[src/rtl/perf_csr_reader.sv]
// perf_csr_reader: extends the free-running 32-bit cycle/instret counters to
// 64 bits by counting wrap-arounds, and serves counter CSR reads.
//
// Handshake: a request is accepted on a rising clk edge where csr_req=1 and
// csr_ready=1 (csr_ready is high only in IDLE); csr_addr is sampled on that
// edge only. The response is registered on the next edge (CAPTURE) and
// csr_rvalid then stays high with csr_rdata/csr_err stable until an edge
// where csr_rready=1, after which the reader returns to IDLE.
//
// A low-half read latches the matching upper half. The next high-half read of
// the same counter returns that latched value, so a lo/hi pair is a consistent
// 64-bit snapshot.
module perf_csr_reader #(
  parameter int HI_W     = 32,
  parameter bit MMODE_EN = 1'b1
) (
  input  logic        clk,
  input  logic        rst,
  input  logic [31:0] cycle_counter,
  input  logic [31:0] instret_counter,
  input  logic        csr_req,
  input  logic [11:0] csr_addr,
  output logic        csr_ready,
  output logic        csr_rvalid,
  input  logic        csr_rready,
  output logic [31:0] csr_rdata,
  output logic        csr_err,
  output logic [1:0]  dbg_state
);

  typedef enum logic [1:0] {
    S_IDLE    = 2'd0,
    S_CAPTURE = 2'd1,
    S_RESP    = 2'd2
  } state_t;

  state_t r_state;
  state_t w_next;

  logic [11:0]     r_addr;
  logic [31:0]     r_prev_cyc;
  logic [31:0]     r_prev_ins;
  logic [HI_W-1:0] r_hi_cyc;
  logic [HI_W-1:0] r_hi_ins;
  logic [31:0]     r_snap_cyc;
  logic [31:0]     r_snap_ins;
  logic            r_snap_vld_cyc;
  logic            r_snap_vld_ins;
  logic [31:0]     r_rdata;
  logic            r_err;

  logic            w_wrap_cyc;
  logic            w_wrap_ins;
  logic [HI_W-1:0] w_hi_live_cyc;
  logic [HI_W-1:0] w_hi_live_ins;
  logic [31:0]     w_hi_ext_cyc;
  logic [31:0]     w_hi_ext_ins;
  logic            w_lo_cyc;
  logic            w_lo_ins;
  logic            w_hi_cyc;
  logic            w_hi_ins;

  // Any decrease of a counter input counts as one wrap; the upper half seen
  // this cycle already includes that wrap.
  assign w_wrap_cyc    = (cycle_counter < r_prev_cyc);
  assign w_wrap_ins    = (instret_counter < r_prev_ins);
  assign w_hi_live_cyc = r_hi_cyc + HI_W'(w_wrap_cyc);
  assign w_hi_live_ins = r_hi_ins + HI_W'(w_wrap_ins);

  // Zero-extend the live upper halves to 32 bits for narrow HI_W.
  always_comb begin
    w_hi_ext_cyc = '0;
    w_hi_ext_ins = '0;
    w_hi_ext_cyc[HI_W-1:0] = w_hi_live_cyc;
    w_hi_ext_ins[HI_W-1:0] = w_hi_live_ins;
  end

  // Address decode of the latched request; machine aliases only when enabled.
  always_comb begin
    w_lo_cyc = 1'b0;
    w_lo_ins = 1'b0;
    w_hi_cyc = 1'b0;
    w_hi_ins = 1'b0;
    case (r_addr)
      12'hC00, 12'hC01: w_lo_cyc = 1'b1;
      12'hC02:          w_lo_ins = 1'b1;
      12'hC80, 12'hC81: w_hi_cyc = 1'b1;
      12'hC82:          w_hi_ins = 1'b1;
      12'hB00:          w_lo_cyc = MMODE_EN;
      12'hB02:          w_lo_ins = MMODE_EN;
      12'hB80:          w_hi_cyc = MMODE_EN;
      12'hB82:          w_hi_ins = MMODE_EN;
      default:          ;
    endcase
  end

  // FSM state register.
  always_ff @(posedge clk) begin
    if (rst) r_state <= S_IDLE;
    else     r_state <= w_next;
  end

  // FSM next state and handshake outputs.
  always_comb begin
    w_next     = r_state;
    csr_ready  = 1'b0;
    csr_rvalid = 1'b0;
    case (r_state)
      S_IDLE: begin
        csr_ready = 1'b1;
        if (csr_req) w_next = S_CAPTURE;
      end
      S_CAPTURE: w_next = S_RESP;
      S_RESP: begin
        csr_rvalid = 1'b1;
        if (csr_rready) w_next = S_IDLE;
      end
      default: w_next = S_IDLE;
    endcase
  end

  // Wrap tracking, request latch, and response/snapshot registers.
  always_ff @(posedge clk) begin
    if (rst) begin
      r_addr         <= '0;
      r_prev_cyc     <= '0;
      r_prev_ins     <= '0;
      r_hi_cyc       <= '0;
      r_hi_ins       <= '0;
      r_snap_cyc     <= '0;
      r_snap_ins     <= '0;
      r_snap_vld_cyc <= 1'b0;
      r_snap_vld_ins <= 1'b0;
      r_rdata        <= '0;
      r_err          <= 1'b0;
    end else begin
      r_prev_cyc <= cycle_counter;
      r_prev_ins <= instret_counter;
      r_hi_cyc   <= w_hi_live_cyc;
      r_hi_ins   <= w_hi_live_ins;
      if (r_state == S_IDLE && csr_req) r_addr <= csr_addr;
      if (r_state == S_CAPTURE) begin
        r_rdata <= '0;
        r_err   <= 1'b0;
        if (w_lo_cyc) begin
          r_rdata        <= cycle_counter;
          r_snap_cyc     <= w_hi_ext_cyc;
          r_snap_vld_cyc <= 1'b1;
        end else if (w_lo_ins) begin
          r_rdata        <= instret_counter;
          r_snap_ins     <= w_hi_ext_ins;
          r_snap_vld_ins <= 1'b1;
        end else if (w_hi_cyc) begin
          r_rdata        <= r_snap_vld_cyc ? r_snap_cyc : w_hi_ext_cyc;
          r_snap_vld_cyc <= 1'b0;
        end else if (w_hi_ins) begin
          r_rdata        <= r_snap_vld_ins ? r_snap_ins : w_hi_ext_ins;
          r_snap_vld_ins <= 1'b0;
        end else begin
          r_err <= 1'b1;
        end
      end
    end
  end

  assign csr_rdata = r_rdata;
  assign csr_err   = r_err;
  assign dbg_state = r_state;

endmodule

[config.mk]
export PLATFORM = sky130hd
export DESIGN_NAME = perf_csr_reader
export DESIGN_NICKNAME = d
export VERILOG_FILES = /design/src/rtl/perf_csr_reader.sv
export SDC_FILE = /design/constraint.sdc
export NUM_CORES = 1
export LEC_CHECK = 0
export ABC_AREA = 1
export CAP_MARGIN = 10
export CORE_MARGIN = 2
export CORE_UTILIZATION = 63
export CTS_CLUSTER_SIZE = 12
export DETAILED_ROUTE_END_ITERATION = 8
export GPL_TIMING_DRIVEN = 1
export HOLD_SLACK_MARGIN = 0.1
export PLACE_DENSITY = 0.86
export SLEW_MARGIN = 25
export SYNTH_ARGS = -nofsm -noshare
export SYNTH_HDL_FRONTEND = slang
export SYNTH_SLANG_ARGS = --single-unit
[constraint.sdc]
create_clock -name clk -period 9 [get_ports clk]
set_clock_uncertainty 0.1 [all_clocks]
set_input_delay 1.35 -clock clk [delete_from_list [all_inputs] [get_ports clk]]
set_output_delay 1.35 -clock clk [all_outputs]
set_load 0.01 [all_outputs]
=== Word-level counts from Yosys, hierarchy flattened ===
Index checks and enable logic that the tools add are counted.

* Output and inout bits: 37
* Bits of input ports: 80
* Word-level logic and storage cells: 71
* Register bits after elaboration: 241

* Order comparisons: 2
* Equality and inequality tests: 16
* $add $sub $neg: 2
* Multiplexer cells: 25
* Reductions and logical operators: 13
* Bitwise operators: 1

{| class="wikitable"
|+ Operators with widths
! cell !! number
|-
| 32-bit 2-to-1 mux || 6
|-
| 12-bit equality test, second input constant || 10
|-
| 32-bit by 1-bit adder with 32-bit output || 2
|-
| 32-bit < comparator || 2
|-
| 1-bit 2-to-1 mux || 16
|-
| 2-bit != test, second input constant || 4
|-
| 2-bit one-hot mux with 3 select lines || 1
|-
| 3-bit AND reduction || 2
|-
| 3-bit OR reduction || 2
|-
| 2-bit 2-to-1 mux || 2
|-
| 2-bit AND reduction || 2
|-
| 4-bit AND reduction || 1
|-
| 2-bit nonzero test || 2
|-
| 2-bit OR reduction || 2
|-
| 2-bit by 1-bit equality test with 1-bit output, second input constant || 1
|-
| 2-bit equality test, second input constant || 1
|-
| 2-bit zero test || 1
|-
| 1-bit logical AND || 1
|-
| 1-bit inverter || 1
|}

=== Longest topological paths before layout ===
Gate-level depths: netlist (run 1).

* Word-level depth: 7
* Gate-level depth with buffers: 23
* Depth with buffers taken out: 23

=== Worst setup path after synthesis (run 1) ===
OpenSTA, ideal clock, no wires.

* Path type: input port to flip-flop
* Start point: input port cycle_counter[17]
* End point: register r_rdata[18] (netlist: csr_rdata[18])
* Setup time: 0.132 ns
* Data required time: 8.768 ns
* Setup slack: 5.200 ns
* Stages on the path: 19
* Path buffers: 0
* Arrival time: 3.568 ns
* Path through: ha_1 > a21oi_1 > nor2_1 > a211oi_1 > o21ai_0 > nand2_1 > nand2_1 > a21oi_1 > ha_1 > ha_1 > nand2_1 > nor2_2 > nand3b_1 > o21ai_0 > nand3_1 > nand2_1 > nand3_1 > nand2_1 > a21oi_1

* Word-level cells in the longest chain between the ends: 6

{| class="wikitable"
|+ Ends and longest elaborated chain
! what !! line !! source
|-
| start: declaration || 19 || <nowiki>input logic [31:0] cycle_counter,</nowiki>
|-
| 32-bit < comparator || 65 || <nowiki>assign w_wrap_cyc = (cycle_counter < r_prev_cyc);</nowiki>
|-
| 32-bit by 1-bit adder with 32-bit output || 67 || <nowiki>assign w_hi_live_cyc = r_hi_cyc + HI_W'(w_wrap_cyc);</nowiki>
|-
| 32-bit 2-to-1 mux || 154 || <nowiki>r_rdata <= r_snap_vld_cyc ? r_snap_cyc : w_hi_ext_cyc;</nowiki>
|-
| 32-bit 2-to-1 mux || 153 || <nowiki>end else if (w_hi_cyc) begin</nowiki>
|-
| 32-bit 2-to-1 mux || 149 || <nowiki>end else if (w_lo_ins) begin</nowiki>
|-
| 32-bit 2-to-1 mux || 145 || <nowiki>if (w_lo_cyc) begin</nowiki>
|-
| end signal: assignment || 146 || <nowiki>r_rdata <= cycle_counter;</nowiki>
|-
| end signal: assignment || 150 || <nowiki>r_rdata <= instret_counter;</nowiki>
|-
| end signal: assignment || 154 ||
|-
| end: declaration || 49 || <nowiki>logic [31:0] r_rdata;</nowiki>
|}

Every way passes these cells.
A chain may end at the register's enable or synchronous reset.

=== Worst setup path after layout (run 1) ===
* Start point: input port instret_counter[27]
* End point: register r_rdata[12] (netlist: csr_rdata[12])

* Word-level cells in the longest chain between the ends: 7

{| class="wikitable"
|+ Ends and longest elaborated chain
! what !! line !! source
|-
| start: declaration || 20 || <nowiki>input logic [31:0] instret_counter,</nowiki>
|-
| 32-bit < comparator || 66 || <nowiki>assign w_wrap_ins = (instret_counter < r_prev_ins);</nowiki>
|-
| 32-bit by 1-bit adder with 32-bit output || 68 || <nowiki>assign w_hi_live_ins = r_hi_ins + HI_W'(w_wrap_ins);</nowiki>
|-
| 32-bit 2-to-1 mux || 157 || <nowiki>r_rdata <= r_snap_vld_ins ? r_snap_ins : w_hi_ext_ins;</nowiki>
|-
| 32-bit 2-to-1 mux || 156 || <nowiki>end else if (w_hi_ins) begin</nowiki>
|-
| 32-bit 2-to-1 mux || 153 ||
|-
| 32-bit 2-to-1 mux || 149 ||
|-
| 32-bit 2-to-1 mux || 145 ||
|}

Every way passes these cells.

==> impl_metrics.py, run 1 <==
metrics = {
    "outcome": {
        "status": "finished clean",
    },
    "sta": {
        "rsz0062_at_grt": "no",
        "timing.fmax_ghz": 0.215,
        "whs_ps": 350,
        "finalSetupViolations": 0,
        "timing.final.ws_setup_ps": 4350,
        "slew_headroom": 0.387,
        "tightest_slew_ps": 918,
        "fin_setup_tns_ps": 0,
        "fin_crit_ps": 4650,
        "hold_violations": 0,
        "drv_slew": 0,
        "finalCritPeriodShare": 0.516,
    },
    "finish": {
        "area_delta_synth_final_pct": 16.0,
        "layout-drive-gt1-share": 0.0436,
        "nNetsFinal": 2081,
        "n_antenna_cell": 0,
        "regArea_um2": 4820,
        "finalNonFillerCells": 2216,
        "multi_input_area_um2": 6410,
        "n_fill_cell": 1543,
        "final_util": 0.745,
    },
    "placement": {
        "place_ws_ps": 3970,
        "hpwl_um": 25200,
        "place_inst": 2172,
        "io_buffers": 116,
        "place.gp.congestion": 0.985,
    },
    "route": {
        "first_iter_violations": 1202,
        "vias": 12300,
        "antenna_left": 0,
        "post-route-drc-count": 0,
        "wl_per_cell_um": 16.0,
        "avgViaCountPerCell": 5.54,
        "drtPass1Iterations": 6,
        "finalWirelength_um": 35400,
    },
    "critical_path": {
        "arrival_ps": 4920,
        "worstSetupEndpointType": "flip-flop",
        "crit_type": "in2reg",
        "path_max_fanout": 5,
        "r2r_slack_ps": 5300,
        "required_ps": 9280,
        "r2r_end": "csr_rdata[12]",
        "r2r_start": "r_prev_ins[27]",
        "critPathLaunchType": "input pin",
        "rr_worst_depth": 19,
    },
    "cts": {
        "cts_tree": "done",
        "ctsHtreeMaxLevel": 1,
        "hold_buffers": 0,
        "cts_buffers": 26,
        "clk_latency_ps": 540,
        "cts_resized": 0,
        "clock_path_buffers": 3,
        "post-cts-setup-buffers": 0,
        "cts_root_buffer": "clkbuf_16",
        "clk_pin_slew_ps": 60,
        "clock_sinks": 241,
    },
    "logic_synthesis": {
        "synthFlopType": "dfxtp_1",
        "ys_types": 42,
        "syn_inst": 1856,
        "synth_area_leader_cell": "dfxtp_1",
        "synth-simple-area-share": 0.297,
        "async_flop_share": 0,
        "synth_area_um2": 12500,
        "synth_area_leaders": "dfxtp_1 (39%), nand2_1 (11%), nor2_1 (10%), inv_1 (7.1%), ha_1 (6.6%)",
        "synthAdderAreaFrac": 0.0660,
        "ys_ff_latch": 241,
        "synth.top_cell.area_share": 0.386,
        "synth_edf_count": 0,
        "synth_compound_area_frac": 0.137,
        "avgSynthCellArea_um2": 6.74,
        "synth_warnings": 0,
        "synthMuxAreaShare": 0,
        "ys_seq_area_frac": 0.386,
        "synth_top_family_by_area": "simple AND/OR/NAND/NOR gates",
        "synth_nets": 2002,
        "synth_xor_area_frac": 0.0126,
    },
    "die": {
        "fp.dieArea_um2": 21000,
        "die_h_um": 145,
        "fp-row-count": 51,
        "die_w_um": 145,
        "core_um2": 19500,
        "num_io_pins": 117,
        "initial_core_util": 0.642,
    },
    "grt": {
        "antenna_found_initial": 0,
        "grt_pass1_vias": 11400,
        "grt_pass1_wl_um": 55400,
        "grt_max_degree": 67,
        "overflow": 0,
        "track_usage": 0.334,
    },
    "min_path": {
        "holdPathEnd": "r_addr[6]",
        "whs_path_depth": 2,
        "hold_start": "r_addr[6]",
        "hold_path.class": "reg2reg",
    },
    "power_and_ir_drop": {
        "switching_share": 0.241,
        "powerDensity_nw_per_um2": 160,
        "switching_power_mw": 0.560,
        "vdd_drop_max_mv": 0.139,
        "p_seq_frac": 0.474,
        "power.internal_mw": 1.76,
        "combPwrFrac": 0.089,
        "p_clk_frac": 0.437,
        "total_leakage_power_nw": 6.37,
    },
    "flow_run": {
        "cap_violations": 0,
    },
}
[logic make-up (layout without fill, tap and decap cells)]
kind of cell	after synthesis	count (layout)
buf+inv	318	413
simple gates	884	884
flops	241	241
compound gates	329	329
fa+ha+maj	66	66
xor+xnor	18	18
[power by group through the flow]
stage               registers (mW)  clock network (mW)  logic [mW]
floorplan                     1.12                   0       0.121
global placement              1.12                   0       0.195
detailed placement            1.12                   0       0.204
CTS                           1.10                1.02       0.206
global route                  1.10                1.07       0.232
finish                        1.10                1.01       0.207
[cells in the mapped netlist, types with 2 or more instances]
| library cell | n |
|---|---|
| inv_1 | 236 |
| o21a_1 | 3 |
| or2_2 | 5 |
| nand2_2 | 3 |
| buf_4 | 4 |
| nor2_4 | 6 |
| o211ai_1 | 4 |
| buf_2 | 10 |
| clkbuf_1 | 43 |
| o21ai_0 | 97 |
| xnor2_1 | 10 |
| nand3b_1 | 12 |
| nor2_1 | 336 |
| and2_1 | 15 |
| ha_1 | 66 |
| nand2_4 | 2 |
| nand4_1 | 8 |
| a21oi_1 | 164 |
| a211oi_1 | 3 |
| clkinv_1 | 2 |
| nor4_1 | 2 |
| buf_1 | 7 |
| nand3_2 | 2 |
| nand3_1 | 96 |
| nor3_1 | 6 |
| a31oi_1 | 10 |
| nor2_2 | 11 |
| xor2_1 | 8 |
| buf_6 | 7 |
| a211oi_2 | 2 |
| dfxtp_1 | 241 |
| inv_2 | 7 |
| nand2_1 | 377 |
| o21ai_1 | 43 |
[per-layer routing]
layer / track usage / vias to the layer above / share of wire
li1: - / 6033 / -
met1: 0.416 / 5643 / 0.41
met2: 0.564 / 512 / 0.46
met3: 0.0566 / 92 / 0.080
met4: 0.159 / 0 / 0.048
met5: 0 / - / 0
[flip-flops by register name (all words and copies together), names as in the netlist, 12 cells and up]
signal	flops
csr_rdata	32
r_addr	12
r_hi_cyc	32
r_hi_ins	32
r_prev_cyc	32
r_prev_ins	32
r_snap_cyc	32
r_snap_ins	32
[worst max-delay path, stage by stage]
cell and delay (ps):
clkdlybuf4s50_1 420, ha_1 330, a21oi_1 160, o21ai_0 120, a21oi_1 290, nand2_1 90
a21oi_1 270, ha_1 270, ha_1 220, inv_1 70, nor2_1 180, nand2_1 210
nor2_4 200, xnor2_1 220, nand2_1 110, nand2_1 90, nand3_1 140, nand2_1 110
a21oi_1 60
[worst max path at each step]
| stage | start | end | slack (ps) |
|---|---|---|---|
| after floorplan | cycle_counter[17] | csr_rdata[18] | 5200 |
| after detailed placement | instret_counter[27] | csr_rdata[16] | 3970 |
| final | instret_counter[27] | csr_rdata[12] | 4350 |
| after global routing | instret_counter[27] | csr_rdata[12] | 4130 |
| after CTS | instret_counter[27] | csr_rdata[12] | 4430 |
| after global placement | instret_counter[1] | csr_rdata[16] | 4090 |
[placed cells by master, fill, tap and decap left out, types with 10 or more instances in the layout]
master | Yosys | routed
nand2_1 | 377 | 377
nor2_1 | 336 | 336
dfxtp_1 | 241 | 241
inv_1 | 236 | 236
a21oi_1 | 164 | 164
clkdlybuf4s50_1 | 0 | 115
o21ai_0 | 97 | 97
nand3_1 | 96 | 96
ha_1 | 66 | 66
o21ai_1 | 43 | 43
clkbuf_16 | 0 | 27
and2_1 | 15 | 15
nand3b_1 | 12 | 12
a31oi_1 | 10 | 10
nor2_2 | 11 | 10
xnor2_1 | 10 | 10
[stage by stage]
| step | power, mW | area [um^2] |
|---|---|---|
| after floorplan | 1.24 | 12500 |
| after global placement | 1.32 | 13700 |
| after detailed placement | 1.33 | 13700 |
| after CTS | 2.33 | 14500 |
| after global routing | 2.41 | 14500 |
| final | 2.32 | 14500 |
[cell type report]
type / instances / area share
Inverter: 246 / 0.0639
Timing Repair Buffer: 123 / 0.0835
Multi-Input combinational cell: 1297 / 0.442
Tap cell: 265 / 0.0229
Clock buffer: 40 / 0.0534
Clock inverter: 4 / 0.00164
Sequential cell: 241 / 0.333
Note: power is estimated with default switching activity, not from simulation.
==> run 2, diff against run 1 <==
--- a/config.mk
+++ b/config.mk
@@ -8,12 +8,12 @@
 export ABC_AREA = 1
 export CAP_MARGIN = 10
 export CORE_MARGIN = 2
-export CORE_UTILIZATION = 63
+export CORE_UTILIZATION = 58
 export CTS_CLUSTER_SIZE = 12
 export DETAILED_ROUTE_END_ITERATION = 8
 export GPL_TIMING_DRIVEN = 1
 export HOLD_SLACK_MARGIN = 0.1
-export PLACE_DENSITY = 0.86
+export PLACE_DENSITY = 0.81
 export SLEW_MARGIN = 25
 export SYNTH_ARGS = -nofsm -noshare
 export SYNTH_HDL_FRONTEND = slang
==> constraint.sdc (replaced) <==
create_clock -name clk -period 4.7 [get_ports clk]
set_clock_uncertainty 0.1 [all_clocks]
set_input_delay 0.705 -clock clk [delete_from_list [all_inputs] [get_ports clk]]
set_output_delay 0.705 -clock clk [all_outputs]
set_load 0.01 [all_outputs]
==> impl_metrics.py, run 2 (synthesis results as in run 1) <==
metrics = {
    "sta": {
        "finalCritPeriodShare": 0.862,
        "tightest_slew_ps": 986,
        "fin_crit_ps": 4050,
        "hold_violations": 0,
        "fin_setup_tns_ps": 0,
        "whs_ps": 354,
        "slew_headroom": 0.343,
        "rsz0062_at_grt": "no",
        "drv_slew": 0,
        "finalSetupViolations": 0,
        "timing.fmax_ghz": 0.247,
    },
    "cts": {
        "cts_root_buffer": "clkbuf_16",
        "clock_sinks": 241,
        "hold_buffers": 0,
        "clk_pin_slew_ps": 60,
        "cts_tree": "done",
        "post-cts-setup-buffers": 0,
        "cts_buffers": 26,
        "clock_path_buffers": 3,
        "ctsHtreeMaxLevel": 1,
        "clk_latency_ps": 530,
        "cts_resized": 0,
    },
    "grt": {
        "grt_pass1_vias": 11400,
        "grt_pass1_wl_um": 54900,
        "overflow": 0,
        "antenna_found_initial": 0,
        "grt_max_degree": 88,
        "track_usage": 0.300,
    },
    "placement": {
        "place.gp.congestion": 1.00,
        "io_buffers": 116,
        "placed_area_um2": 13700,
        "hpwl_um": 24600,
    },
    "finish": {
        "layout_common_cells": "nand2_1 (377), nor2_1 (336), dfxtp_1 (241)",
        "area_delta_synth_final_pct": 16.2,
        "final_area_um2": 14500,
        "final_common_cell": "nand2_1",
        "nNetsFinal": 2083,
        "n_antenna_cell": 0,
        "n_fill_cell": 1817,
        "layout-drive-gt1-share": 0.0445,
    },
    "min_path": {
        "holdPathEnd": "r_snap_ins[11]",
        "hold_start": "r_snap_ins[11]",
        "hold_path.class": "reg2reg",
        "whs_path_depth": 2,
    },
    "critical_path": {
        "critPathLaunchType": "input pin",
        "worst_path_largest_cell_delay_ps": 440,
        "rr_worst_depth": 19,
        "r2r_slack_ps": 950,
        "arrival_ps": 4320,
        "crit_top_cell": "nand2_1",
        "r2r_end": "csr_rdata[16]",
        "cp_slowest_cell": "clkdlybuf4s50_1",
        "r2r_start": "r_prev_ins[31]",
        "path_max_fanout": 4,
        "required_ps": 4970,
        "cp_cell_sequence": "clkdlybuf4s50_1 > ha_1 > a21oi_1 > o21ai_0 > a21oi_1 > nand2_1 > a21oi_1 > ha_1 > ha_1 > inv_1 > nor2_1 > nand2_1 > nor2_1 > xnor2_1 > nand2_1 > nand2_1 > nand3_1 > nand2_1 > a21oi_1",
        "worstSetupEndpointType": "flip-flop",
        "crit_type": "in2reg",
    },
    "route": {
        "drtPass1Iterations": 8,
        "post-route-drc-count": 0,
        "wl_per_cell_um": 15.3,
        "antenna_left": 0,
        "first_iter_violations": 1070,
        "finalWirelength_um": 34100,
        "vias": 12200,
        "avgViaCountPerCell": 5.49,
    },
    "die": {
        "die_w_um": 151,
        "initial_core_util": 0.593,
        "fp-row-count": 53,
        "num_io_pins": 117,
        "core_um2": 21100,
        "die_h_um": 151,
        "fp.dieArea_um2": 22700,
    },
    "power_and_ir_drop": {
        "powerDensity_nw_per_um2": 306,
        "power.total_mw": 4.45,
        "vdd_drop_max_mv": 0.274,
        "total_leakage_power_nw": 6.38,
    },
    "outcome": {
        "status": "finished clean",
    },
    "flow_run": {
        "cap_violations": 0,
    },
}
[run 2: changes by cell type in the layout (fill, tap and decap cells not counted)]
cell | before | now
clkbuf_8 | 5 | 3
inv_6 | 1 | 0
buf_4 | 8 | 10
clkinvlp_4 | 0 | 1
bufinv_16 | 0 | 1
clkinv_2 | 3 | 4
[run 2: per-stage QoR]
step	std cells	setup slack [ps]	utilization
final	2228	648	0.689
after global routing	2228	460	0.689
after CTS	2228	794	0.689
after detailed placement	2184	260	0.651
after global placement	2184	366	0.651
after floorplan	1856	1550	-
[run 2: final cells by class]
| cell class | count | area (um^2) | area share |
|---|---|---|---|
| sequential | 241 | 4820 | 0.332 |
| multi-input combinational | 1297 | 6410 | 0.441 |
| tap | 275 | 344 | 0.0237 |
| inverter | 246 | 926 | 0.0637 |
| timing repair buffer | 125 | 1230 | 0.0844 |
| clock buffer | 38 | 747 | 0.0514 |
| clock inverter | 6 | 57.6 | 0.00396 |
[run 2: how the worst max path moves through the flow]
stage               endpoint  slack [ps]  cells past startpoint                 from
6_report       csr_rdata[16]         650                     19  instret_counter[31]
5_1_grt        csr_rdata[12]         460                     19  instret_counter[27]
4_1_cts        csr_rdata[16]         790                     19  instret_counter[31]
3_5_place_dp   csr_rdata[16]         260                     19  instret_counter[25]
3_3_place_gp   csr_rdata[16]         370                     19  instret_counter[27]
2_1_floorplan  csr_rdata[18]        1550                     19    cycle_counter[17]
[run 2: where the power goes]
| part | internal, mW | switching (mW) | total (mW) |
|---|---|---|---|
| registers | 2.09 | 0.0186 | 2.11 |
| logic | 0.160 | 0.229 | 0.389 |
| clock network | 1.15 | 0.807 | 1.95 |
| total | 3.40 | 1.05 | 4.45 |
[run 2: worst max-delay path: cells and delay by family]
family / cells / cell delay (ps)
AND/OR/NAND/NOR: 8 / 1140
AO/OA/AOI/OAI: 5 / 920
adder cells (fa/ha/maj): 3 / 820
buffers and inverters: 2 / 520
XOR/XNOR: 1 / 200
[run 2: per-layer routing]
metal  share of wire  up-vias  global-route usage
met2            0.45      488               0.492
met3           0.080       88              0.0443
met4           0.046        0               0.134
li1                -     6034                   -
met5               0        -                   0
met1            0.43     5614               0.394
